==> src/rtl/frame_sync_pkg.sv <==
// Shared types and default parameters for the serial frame synchroniser.
package frame_sync_pkg;

  typedef enum logic [1:0] {
    HUNT     = 2'd0,
    PAYLOAD  = 2'd1,
    SYNC_CHK = 2'd2
  } state_e;

  localparam logic [3:0]  DEF_SYNC_PAT      = 4'b1011;
  localparam int unsigned DEF_PAYLOAD_BYTES = 2;
  localparam int unsigned DEF_LOCK_COUNT    = 2;
  localparam int unsigned DEF_MISS_LIMIT    = 2;

endpackage

==> src/rtl/frame_byte_buf.sv <==
// One-entry output holding register: loads completed bytes, drops them with an
// overflow pulse when the previous byte is still waiting for the consumer.
module frame_byte_buf (
  input  logic       clk,
  input  logic       rst,
  input  logic       load,
  input  logic [7:0] load_data,
  input  logic       ready,
  output logic [7:0] data,
  output logic       valid,
  output logic       overflow
);

  logic [7:0] data_q, data_d;
  logic       valid_q, valid_d;
  logic       overflow_q, overflow_d;
  logic       handshake;

  assign handshake = valid_q & ready;

  always_comb begin
    data_d     = data_q;
    valid_d    = valid_q;
    overflow_d = 1'b0;
    if (load) begin
      // A byte arriving during a handshake replaces the departing one.
      if (!valid_q || handshake) begin
        data_d  = load_data;
        valid_d = 1'b1;
      end else begin
        overflow_d = 1'b1;
      end
    end else if (handshake) begin
      valid_d = 1'b0;
    end
  end

  always_ff @(posedge clk) begin
    if (rst) begin
      data_q     <= 8'h00;
      valid_q    <= 1'b0;
      overflow_q <= 1'b0;
    end else begin
      data_q     <= data_d;
      valid_q    <= valid_d;
      overflow_q <= overflow_d;
    end
  end

  assign data     = data_q;
  assign valid    = valid_q;
  assign overflow = overflow_q;

endmodule

==> src/rtl/frame_sync_ctrl.sv <==
// Serial frame synchroniser: hunts for the sync word, tracks lock with a
// flywheel, and offers payload bytes through a one-entry holding register.
module frame_sync_ctrl
  import frame_sync_pkg::*;
#(
  parameter logic [3:0]  SYNC_PAT      = DEF_SYNC_PAT,
  parameter int unsigned PAYLOAD_BYTES = DEF_PAYLOAD_BYTES,
  parameter int unsigned LOCK_COUNT    = DEF_LOCK_COUNT,
  parameter int unsigned MISS_LIMIT    = DEF_MISS_LIMIT
) (
  input  logic       clk,
  input  logic       rst,
  input  logic       in_bit,
  input  logic       in_valid,
  output logic [7:0] data_out,
  output logic       data_valid,
  input  logic       data_ready,
  output logic       locked,
  output logic       frame_start,
  output logic       sync_err,
  output logic       overflow
);

  localparam logic [6:0] LastBit = 7'(PAYLOAD_BYTES * 8 - 1);
  localparam logic [2:0] LockCnt = 3'(LOCK_COUNT);
  localparam logic [2:0] MissLim = 3'(MISS_LIMIT);

  state_e     state_q, state_d;
  // Only the three older sync bits are stored; the fourth is the live in_bit.
  logic [2:0] sync_hist_q, sync_hist_d;
  logic [6:0] byte_sh_q, byte_sh_d;
  logic [6:0] bit_cnt_q, bit_cnt_d;
  logic [2:0] good_cnt_q, good_cnt_d;
  logic [2:0] miss_cnt_q, miss_cnt_d;
  logic       locked_q, locked_d;
  logic       frame_start_q, frame_start_d;
  logic       sync_err_q, sync_err_d;
  logic       byte_done;
  logic [3:0] sync_word;

  assign sync_word = {sync_hist_q, in_bit};

  always_comb begin
    state_d       = state_q;
    sync_hist_d   = sync_hist_q;
    byte_sh_d     = byte_sh_q;
    bit_cnt_d     = bit_cnt_q;
    good_cnt_d    = good_cnt_q;
    miss_cnt_d    = miss_cnt_q;
    locked_d      = locked_q | (good_cnt_q >= LockCnt);
    frame_start_d = 1'b0;
    sync_err_d    = 1'b0;
    byte_done     = 1'b0;
    if (in_valid) begin
      unique case (state_q)
        HUNT: begin
          sync_hist_d = sync_word[2:0];
          if (bit_cnt_q < 7'd3) bit_cnt_d = bit_cnt_q + 7'd1;
          if (bit_cnt_q >= 7'd3 && sync_word == SYNC_PAT) begin
            state_d       = PAYLOAD;
            bit_cnt_d     = 7'd0;
            byte_sh_d     = 7'd0;
            frame_start_d = 1'b1;
            good_cnt_d    = 3'd1;
            miss_cnt_d    = 3'd0;
          end
        end
        PAYLOAD: begin
          byte_sh_d = {byte_sh_q[5:0], in_bit};
          byte_done = (bit_cnt_q[2:0] == 3'd7);
          if (bit_cnt_q == LastBit) begin
            state_d   = SYNC_CHK;
            bit_cnt_d = 7'd0;
          end else begin
            bit_cnt_d = bit_cnt_q + 7'd1;
          end
        end
        SYNC_CHK: begin
          sync_hist_d = sync_word[2:0];
          if (bit_cnt_q[1:0] == 2'd3) begin
            bit_cnt_d = 7'd0;
            if (sync_word == SYNC_PAT) begin
              state_d       = PAYLOAD;
              frame_start_d = 1'b1;
              miss_cnt_d    = 3'd0;
              if (good_cnt_q < LockCnt) good_cnt_d = good_cnt_q + 3'd1;
            end else if (miss_cnt_q + 3'd1 >= MissLim) begin
              state_d     = HUNT;
              locked_d    = 1'b0;
              sync_err_d  = 1'b1;
              good_cnt_d  = 3'd0;
              miss_cnt_d  = 3'd0;
              sync_hist_d = 3'd0;
              byte_sh_d   = 7'd0;
            end else begin
              // Flywheel: tolerate the miss and keep the frame timing.
              state_d    = PAYLOAD;
              good_cnt_d = 3'd0;
              miss_cnt_d = miss_cnt_q + 3'd1;
            end
          end else begin
            bit_cnt_d = bit_cnt_q + 7'd1;
          end
        end
        default: state_d = HUNT;
      endcase
    end
  end

  always_ff @(posedge clk) begin
    if (rst) begin
      state_q       <= HUNT;
      sync_hist_q   <= 3'd0;
      byte_sh_q     <= 7'd0;
      bit_cnt_q     <= 7'd0;
      good_cnt_q    <= 3'd0;
      miss_cnt_q    <= 3'd0;
      locked_q      <= 1'b0;
      frame_start_q <= 1'b0;
      sync_err_q    <= 1'b0;
    end else begin
      state_q       <= state_d;
      sync_hist_q   <= sync_hist_d;
      byte_sh_q     <= byte_sh_d;
      bit_cnt_q     <= bit_cnt_d;
      good_cnt_q    <= good_cnt_d;
      miss_cnt_q    <= miss_cnt_d;
      locked_q      <= locked_d;
      frame_start_q <= frame_start_d;
      sync_err_q    <= sync_err_d;
    end
  end

  frame_byte_buf u_buf (
    .clk       (clk),
    .rst       (rst),
    .load      (byte_done & locked_q),
    .load_data ({byte_sh_q, in_bit}),
    .ready     (data_ready),
    .data      (data_out),
    .valid     (data_valid),
    .overflow  (overflow)
  );

  assign locked      = locked_q;
  assign frame_start = frame_start_q;
  assign sync_err    = sync_err_q;

endmodule

==> config.mk <==
export PLATFORM = sky130hd
export DESIGN_NAME = frame_sync_ctrl
export DESIGN_NICKNAME = d
export VERILOG_FILES = /design/src/rtl/frame_sync_pkg.sv /design/src/rtl/frame_byte_buf.sv /design/src/rtl/frame_sync_ctrl.sv
export SDC_FILE = /design/constraint.sdc
export NUM_CORES = 1
export LEC_CHECK = 0
export ABC_CLOCK_PERIOD_IN_PS = 2950
export BUFFER_PORTS_ARGS = -buffer_cell sky130_fd_sc_hd__buf_2
export CORE_MARGIN = 8
export CORE_UTILIZATION = 45
export CTS_CLUSTER_DIAMETER = 40
export DETAILED_ROUTE_END_ITERATION = 12
export HOLD_SLACK_MARGIN = 0.12
export PLACE_DENSITY = 0.62
export RECOVER_POWER = 100
export SLEW_MARGIN = 20
export SYNTH_ARGS = -nofsm -noshare
export SYNTH_HDL_FRONTEND = slang
export SYNTH_SLANG_ARGS = --single-unit
==> constraint.sdc <==
create_clock -name clk -period 2.95 [get_ports clk]
set_clock_uncertainty 0.2 [all_clocks]
set_input_delay 0.59 -clock clk [delete_from_list [all_inputs] [get_ports clk]]
set_output_delay 0.59 -clock clk [all_outputs]
set_load 0.01 [all_outputs]
==> out/metrics.cfg, run 1 <==
[run_status]
status=completed

[setup_path]
criticalPathCategory=in2reg
crit_path_max_fanout=9
cp-end-kind=register
cp.arrival_ps=2440
cpLargestDelayFamily=compound AO/OA/AOI/OAI gates
path_cells=buf_2 > and4b_1 > o311ai_0 > a21oi_1 > o21ai_0 > a32o_1
critical_path.slowest_cell=a21oi_1
critPathLaunchType=input pin
cp_data_required_time_ps=2930
crit_path_max_incr_delay_ps=600
crit_buf_inv=1

[drt]
ant_nets=0
drt_iter0_drc=74
vias=1534
wl_mm=3.72
first_pass_iters=4
post_drt_wl_per_cell_um=13.5
vias_per_cell=5.56
route.detailed.drc=0

[floorplanning]
num_io_pins=18
initial_core_util=0.466
dieArea_mm2=0.00642
dieHeight_um=80.2
num_rows=23
die_w_um=80.2
core_mm2=0.00397

[power]
pwr-share-seq=0.446
p_sw_frac=0.227
switchingPower_w=0.000274
power_leakage_nw=0.749
p_int_w=0.000936
p_clk_frac=0.446
pwr_density_cell_mw_per_mm2=581
combPwrFrac=0.107
peakVddDrop_mv=0.341

[timing]
relSlewSlack=0.561
drv_slew=0
finalCritPeriodShare=0.833
fin_setup_tns_ps=0
min_period_ps=2460
tightest_slew_ps=658
final_hold_viol_count=0
max_freq_ghz=0.407
rsz0062_at_grt=false
setup_viol=0

[yosys]
synth_top_flop_cell=dfxtp_1
syn_inst=207
syn_nets=224
yosysWarnings=0
yosysSeqAreaShare=0.411
synth_edf_count=0
syn_area_mm2=0.00185
async_flop_share=0
synthDistinctLibCells=47
ys_seq_elements=38
avgSynthCellArea_um2=8.95

[clock_network]
post_cts_resized=0
cts-root-buf=clkbuf_8
numCtsBuffers=5
clk_transition_reported_paths_ps=70
cts_sinks=38
htreeDepth=2
insertion_delay_ps=290
clk_path_buf_depth=2
postCtsSetupRepairBufs=0
cts_tree=built
ctsHoldBuffers=0

[finish]
utilization=0.525
final_common_cell=dfxtp_1
fin_cells=276
area_growth_pct=12.6
final_nets=242
final_cell_mix=dfxtp_1, a21oi_1, nor2_1
drive_gt1_frac=0.0752
antennaDiodeCount=0

[global_routing]
grt_pass1_vias=1438
antenna_found_initial=0
grt_overflow_total=0
grt_start_max_net_pins=33
grtUsageTotal=0.126
grt_pass1_wl_mm=6.51

[placement]
port_buffers=17
dp_hpwl_mm=2.66
gp_congestion=0.820
placed_cells_incl_taps=268

[worst_hold_path]
hp-class=reg2reg

[flow_run]
cap_violations=0

-- stage by stage --
step	worst slack (ps)	total power, W	cell area, µm²	hold slack (ps)
CTS	626	0.00123	2120	275
floorplan	846	0.000655	1850	246
finish	493	0.00121	2090	271
detailed placement	505	0.000687	1980	262
global route	289	0.00127	2090	300
global placement	549	0.000686	1980	266
-- synth_stat cells, drive strengths merged (2+ instances only) --
| cell type | n | area, µm² |
|---|---|---|
| dfxtp | 38 | 761 |
| a21oi | 20 | 104 |
| nor2 | 20 | 75.1 |
| nand3 | 14 | 70.1 |
| ha | 12 | 150 |
| nand2 | 11 | 41.3 |
| nand2b | 11 | 68.8 |
| inv | 10 | 37.5 |
| mux2i | 9 | 90.1 |
| clkbuf | 6 | 22.5 |
| nor3 | 6 | 30.0 |
| a211oi | 5 | 42.5 |
| o21ai | 5 | 25.0 |
| nor2b | 3 | 18.8 |
| a221oi | 2 | 23.8 |
| and2 | 2 | 12.5 |
| buf | 2 | 10.0 |
| nand4 | 2 | 12.5 |
| nor3b | 2 | 15.0 |
| o31ai | 2 | 28.8 |
| or3 | 2 | 17.5 |
| or4 | 2 | 15.0 |
| xnor2 | 2 | 17.5 |
| xor2 | 2 | 17.5 |
-- final cells by class --
class / instances / area, µm²
fillers: 380 / 1890
flip-flops and latches: 38 / 761
repair buffers: 19 / 76.3
multi-input cells: 151 / 1010
well taps: 50 / 62.6
inverters: 10 / 37.5
clock buffers: 6 / 82.6
clock inverters: 2 / 60.1
-- worst reg2reg max path: cells and delay by family (launching register included) --
kind            cells  cell delay, ps
fa+ha+maj           1             350
buf+inv             1             100
flops               1             410
compound gates      3            1020
simple gates        2             280
-- path summary, 6_finish.rpt --
| check | startpoint | end | slack (ps) | cells past startpoint |
|---|---|---|---|---|
| worst min register to register | miss_cnt_q[1] | miss_cnt_q[1] | 270 | 2 |
| worst min-delay path | miss_cnt_q[1] | miss_cnt_q[1] | 270 | 2 |
| worst max-delay path | in_bit | good_cnt_q[0] | 490 | 6 |
| worst max register to register | state_q[0] | good_cnt_q[0] | 500 | 7 |
-- layer usage --
metal | vias up | GRT usage | wire, µm
li1 | 777 | - | -
met3 | 5 | 0.0391 | 209
met5 | - | 0 | 0
met4 | 0 | 0.0509 | 53
met2 | 25 | 0.200 | 1670
met1 | 727 | 0.154 | 1790
-- power groups by stage --
stage | logic, W | registers (W) | clock network, W
after floorplan | 0.000106 | 0.000549 | 0
after global placement | 0.000134 | 0.000552 | 0
after detailed placement | 0.000135 | 0.000552 | 0
after CTS | 0.000135 | 0.000540 | 0.000555
after global routing | 0.000147 | 0.000543 | 0.000583
final | 0.000130 | 0.000540 | 0.000540
-- state kept, by name, indices dropped and copies added (netlist names), 2 cells and up --
name and flops:
u_buf.data 8, bit_cnt_q 7, byte_sh_q 7, good_cnt_q 3
miss_cnt_q 3, sync_hist_q 3, state_q 2
-- cell families (layout without fill, tap and decap cells) --
logic type	Yosys count	in the layout	share of synthesized area
AND/OR/NAND/NOR	80	80	0.226
AO/OA/AOI/OAI	46	46	0.177
flip-flops	38	38	0.411
buffers and inverters	18	37	0.0378
adder cells (fa/ha/maj)	12	12	0.0811
multiplexers	9	9	0.0487
XOR/XNOR	4	4	0.0189
No activity file was read; power rests on OpenSTA's default activity.
==> run 2: changes to the inputs <==
--- a/config.mk
+++ b/config.mk
@@ -5,14 +5,14 @@
 export SDC_FILE = /design/constraint.sdc
 export NUM_CORES = 1
 export LEC_CHECK = 0
-export ABC_CLOCK_PERIOD_IN_PS = 2950
+export ABC_CLOCK_PERIOD_IN_PS = 2260
 export BUFFER_PORTS_ARGS = -buffer_cell sky130_fd_sc_hd__buf_2
 export CORE_MARGIN = 8
 export CORE_UTILIZATION = 45
 export CTS_CLUSTER_DIAMETER = 40
 export DETAILED_ROUTE_END_ITERATION = 12
 export HOLD_SLACK_MARGIN = 0.12
-export PLACE_DENSITY = 0.62
+export PLACE_DENSITY = 0.65
 export RECOVER_POWER = 100
 export SLEW_MARGIN = 20
 export SYNTH_ARGS = -nofsm -noshare
==> constraint.sdc (replaced) <==
create_clock -name clk -period 2.26 [get_ports clk]
set_clock_uncertainty 0.2 [all_clocks]
set_input_delay 0.452 -clock clk [delete_from_list [all_inputs] [get_ports clk]]
set_output_delay 0.452 -clock clk [all_outputs]
set_load 0.01 [all_outputs]
==> run 2 against run 1 <==
  * Critical path depth stayed put
  * Largest power group unchanged
  * Cell area increased by 3.5%
  * Total power increased by 16%
  * Via count increased by 1.5%
  * Clock power decreased by 9.3%
  * Critical endpoint is now bit_cnt_q[4]
  * Final cell count is 5.4% higher
  * Sequential share of layout area fell by 1.2 points
  * Hold slack worse by 7.3 ps
  * Combinational power is 57% higher
==> out/metrics.cfg, run 2 (synthesis gave the netlist of run 1 again) <==
[timing]
max_freq_ghz=0.466
hold-worst-slack_ps=263
min_period_ps=2140
rsz0062_at_grt=false
final_hold_viol_count=0
relSlewSlack=0.704
drv_slew=0
finalCritPeriodShare=0.949
tightest_slew_ps=437
fin_setup_tns_ps=0
setup_viol=0

[drt]
drt_iter0_drc=60
first_pass_iters=4
post_drt_wl_per_cell_um=13.7
ant_nets=0
route.detailed.drc=0
vias_per_cell=5.35
vias=1557
wl_mm=3.98

[setup_path]
critPathLaunchType=register
path_cells=or3_4 > o31ai_2 > buf_4 > a21oi_1 > or4_1 > a21oi_1
critical_path.slowest_cell=or3_4
crit_buf_inv=1
cp-end-kind=register
cpLargestDelayFamily=simple AND/OR/NAND/NOR gates
cpMostUsedCell=a21oi_1
criticalPathCategory=reg2reg
cp_data_required_time_ps=2280
crit_cells=6
cp.arrival_ps=2170
worst-r2r-cell-count=6
crit_path_max_incr_delay_ps=420
crit_path_max_fanout=4

[floorplanning]
num_io_pins=18
dieArea_mm2=0.00642
dieHeight_um=80.2
die_w_um=80.2
initial_core_util=0.466
num_rows=23
core_mm2=0.00397

[global_routing]
grt_pass1_wl_mm=6.60
grtUsageTotal=0.127
antenna_found_initial=0
grt_overflow_total=0
grt_pass1_vias=1447
grt_start_max_net_pins=20

[finish]
largest_reg_flops=8
seq_area_um2=761
nFillCells=387
design_area_mm2=0.00216
final_nets=257
drive_gt1_frac=0.141
area_growth_pct=16.6
final_cell_mix=dfxtp_1, nor2_1, a21oi_1
final_common_cell=dfxtp_1
fin_cells=291
antennaDiodeCount=0
multi_input_area_mm2=0.00102

[clock_network]
cts_tree=built
numCtsBuffers=5
clk_transition_reported_paths_ps=80
ctsHoldBuffers=0
clk_path_buf_depth=2
insertion_delay_ps=290
cts_sinks=38
cts-root-buf=clkbuf_8
htreeDepth=2

[power]
finalPower_w=0.00140
power_leakage_nw=0.789
peakVddDrop_mv=0.327
pwr_density_cell_mw_per_mm2=649

[placement]
placed_cell_area_mm2=0.00208
placed_cells_incl_taps=281
dp_hpwl_mm=2.90
gp_congestion=0.814
port_buffers=17

[flow_run]
cap_violations=0

[worst_hold_path]
hp-class=in2reg
holdPathStages=3

[run_status]
status=completed

-- run 2: routing by layer --
metal,track usage,routed length [µm],up-vias
li1,-,-,804
met3,0.0335,210,7
met4,0.0491,52,0
met1,0.160,1940,715
met5,0,0,-
met2,0.202,1780,31
-- run 2: area by class of cell --
type                    instances  area share
flip-flops and latches         38       0.352
well taps                      50      0.0290
clock inverters                 2     0.00579
repair buffers                 34      0.0829
multi-input cells             151       0.475
inverters                      10      0.0174
clock buffers                   6      0.0382
-- run 2: final timing paths --
path | startpoint | end | slack (ps)
setup / recovery | bit_cnt_q[6] | bit_cnt_q[4] | 120
hold / removal | data_ready | u_buf.overflow | 260
setup reg to reg | bit_cnt_q[6] | bit_cnt_q[4] | 120
hold reg to reg | byte_sh_q[6] | byte_sh_q[6] | 280
-- run 2: power breakdown --
group	total (W)	switching (W)	leakage, nW	internal (W)
Combinational	0.000204	0.000117	0.435	0.0000875
Sequential	0.000706	0.0000202	0.307	0.000686
Clock	0.000490	0.000245	0.0472	0.000245
Total	0.00140	0.000382	0.789	0.00102
-- run 2: through the flow --
stage          setup slack, ps   util
2_1_floorplan              189      -
3_3_place_gp              87.3  0.524
3_5_place_dp              53.4  0.524
4_1_cts                   27.7  0.548
5_1_grt                   17.8  0.544
6_report                   116  0.544
-- run 2: timing repair --
action | CTS | global route
resized for setup | 0 | 2
endpoints found under the setup margin | 0 | 8
buffers inserted | 0 | 2
endpoints found under the hold margin | 0 | 0
-- run 2: tightest hold or removal path: stages --
cell	delay, ps
buf_2	70
nand2b_1	120
nor3_1	50
==> run 3: changes to the inputs <==
--- a/config.mk
+++ b/config.mk
@@ -7,7 +7,7 @@
 export LEC_CHECK = 0
 export ABC_CLOCK_PERIOD_IN_PS = 2260
 export BUFFER_PORTS_ARGS = -buffer_cell sky130_fd_sc_hd__buf_2
-export CORE_MARGIN = 8
+export CORE_MARGIN = 4
 export CORE_UTILIZATION = 45
 export CTS_CLUSTER_DIAMETER = 40
 export DETAILED_ROUTE_END_ITERATION = 12
==> constraint.sdc (replaced) <==
create_clock -name clk -period 2.26 [get_ports clk]
set_clock_uncertainty 0.2 [all_clocks]
set_input_delay 0.113 -clock clk [delete_from_list [all_inputs] [get_ports clk]]
set_output_delay 0.113 -clock clk [all_outputs]
set_load 0.01 [all_outputs]
==> run 3 against run 2 <==
  * Sequential share of layout area shrank 0.99 points
  * Fmax decreased by 1.3%
  * Clock power rose by 13%
  * Die area is 19% lower
  * Critical endpoint is now bit_cnt_q[6]
  * Largest power group unchanged
  * Highest routed layer unchanged
==> out/metrics.cfg, run 3 (synthesis gave the netlist of run 1 again) <==
[run_status]
status=completed

[drt]
first_pass_iters=4
route.detailed.drc=0
vias=1554
vias_per_cell=5.32
post_drt_wl_per_cell_um=13.2
wl_mm=3.85
drt_iter0_drc=84
ant_nets=0

[clock_network]
clk_transition_reported_paths_ps=70
cts_sinks=38
numCtsBuffers=5
htreeDepth=2
clk_path_buf_depth=2
insertion_delay_ps=280
cts_tree=built
cts-root-buf=clkbuf_8

[finish]
final_cell_mix=dfxtp_1, nor2_1, a21oi_1
nFillCells=381
fin_cells=292
largest_reg_flops=8
final_common_cell=dfxtp_1
area_growth_pct=20.0
final_nets=258
drive_gt1_frac=0.140
antennaDiodeCount=0

[setup_path]
path_cells=or3_4 > o31ai_4 > o22ai_2 > or4_1 > a21oi_1
cp_data_required_time_ps=2280
criticalPathCategory=reg2reg
cpLargestDelayFamily=simple AND/OR/NAND/NOR gates
crit_path_max_incr_delay_ps=480
crit_buf_inv=0
cp-end-kind=register
critPathLaunchType=register
critical_path.slowest_cell=or4_1
crit_cells=5
crit_path_max_fanout=8
cp.arrival_ps=2190
worst-r2r-cell-count=5

[global_routing]
grt_pass1_wl_mm=6.35
grtUsageTotal=0.155
grt_pass1_vias=1412
grt_start_max_net_pins=18
grt_overflow_total=0
antenna_found_initial=0

[flow_run]
cap_violations=0

[worst_hold_path]
hp-class=reg2reg
holdPathStages=2

[floorplanning]
die_w_um=72.2
initial_core_util=0.463
core_mm2=0.00400
num_io_pins=18
dieHeight_um=72.2
dieArea_mm2=0.00521
num_rows=23

[timing]
rsz0062_at_grt=true
max_freq_ghz=0.460
tightest_slew_ps=494
setup_ws_ps=87.0
setup_viol=0
min_period_ps=2170
final_hold_viol_count=0
fin_setup_tns_ps=0
drv_slew=0
relSlewSlack=0.665
finalCritPeriodShare=0.961

[power]
pwr_density_cell_mw_per_mm2=664
power_leakage_nw=0.816
peakVddDrop_mv=0.368

[placement]
placed_cells_incl_taps=277
dp_hpwl_mm=2.74
dp_slack_ps=18.1
gp_congestion=0.852
port_buffers=17

## run 3: changes by cell type in the layout (fill, tap and decap cells not counted)
cell,change
o31ai_2,-1
dlygate4sd3_1,+5
clkbuf_8,-1
and4b_1,-1
o22ai_2,+1
clkinvlp_4,-1
and4b_2,+1
clkbuf_1,-2
clkinv_2,-1
o22ai_1,-1
o31ai_4,+1
bufinv_16,+1
## run 3: worst min-delay path, cell delays in order (launching register included)
cell and delay (ps):
dfxtp_1 320, nand2b_1 60, a21oi_1 50
## run 3: layout make-up
cell class	instances	area, µm²	area share
sequential	38	761	0.342
inverter	10	37.5	0.0169
clock buffer	7	76.3	0.0343
tap	50	62.6	0.0282
timing repair buffer	35	214	0.0963
clock inverter	1	30.0	0.0135
multi-input combinational	151	1040	0.468
## run 3: worst paths after layout
kind	end	startpoint	slack (ps)
worst max-delay path	bit_cnt_q[6]	bit_cnt_q[6]	90
worst min-delay path	byte_sh_q[6]	byte_sh_q[6]	270
worst max register to register	bit_cnt_q[6]	bit_cnt_q[6]	90
worst min register to register	byte_sh_q[6]	byte_sh_q[6]	270
## run 3: repair_timing
action                                 4_1_cts  5_1_grt
buffers inserted                             0        2
endpoints found under the hold margin       17        0
hold buffers                                 5        0
gates cloned                                 0        0
pin swaps                                    0        1
setup endpoints to repair                    1        3
gates resized for setup                      1        3
## run 3: where the power goes
part           internal [W]  switching, W
logic             0.0000958      0.000119
clock network      0.000330      0.000225
registers          0.000686     0.0000196
total               0.00111      0.000363
## run 3: through the flow
stage	utilization	total power, W	hold slack, ps	instance area [µm²]
2_1_floorplan	-	0.000854	25.0	1850
3_3_place_gp	0.512	0.000919	210	2050
3_5_place_dp	0.512	0.000918	215	2050
4_1_cts	0.552	0.00148	280	2210
5_1_grt	0.556	0.00154	296	2220
6_report	0.556	0.00148	274	2220
## run 3: metal layers
metal | track usage | wire length (µm) | vias up
met5 | 0 | 0 | -
met4 | 0.0585 | 53 | 0
met3 | 0.0429 | 136 | 7
li1 | - | - | 805
met2 | 0.231 | 1670 | 21
met1 | 0.214 | 1990 | 721
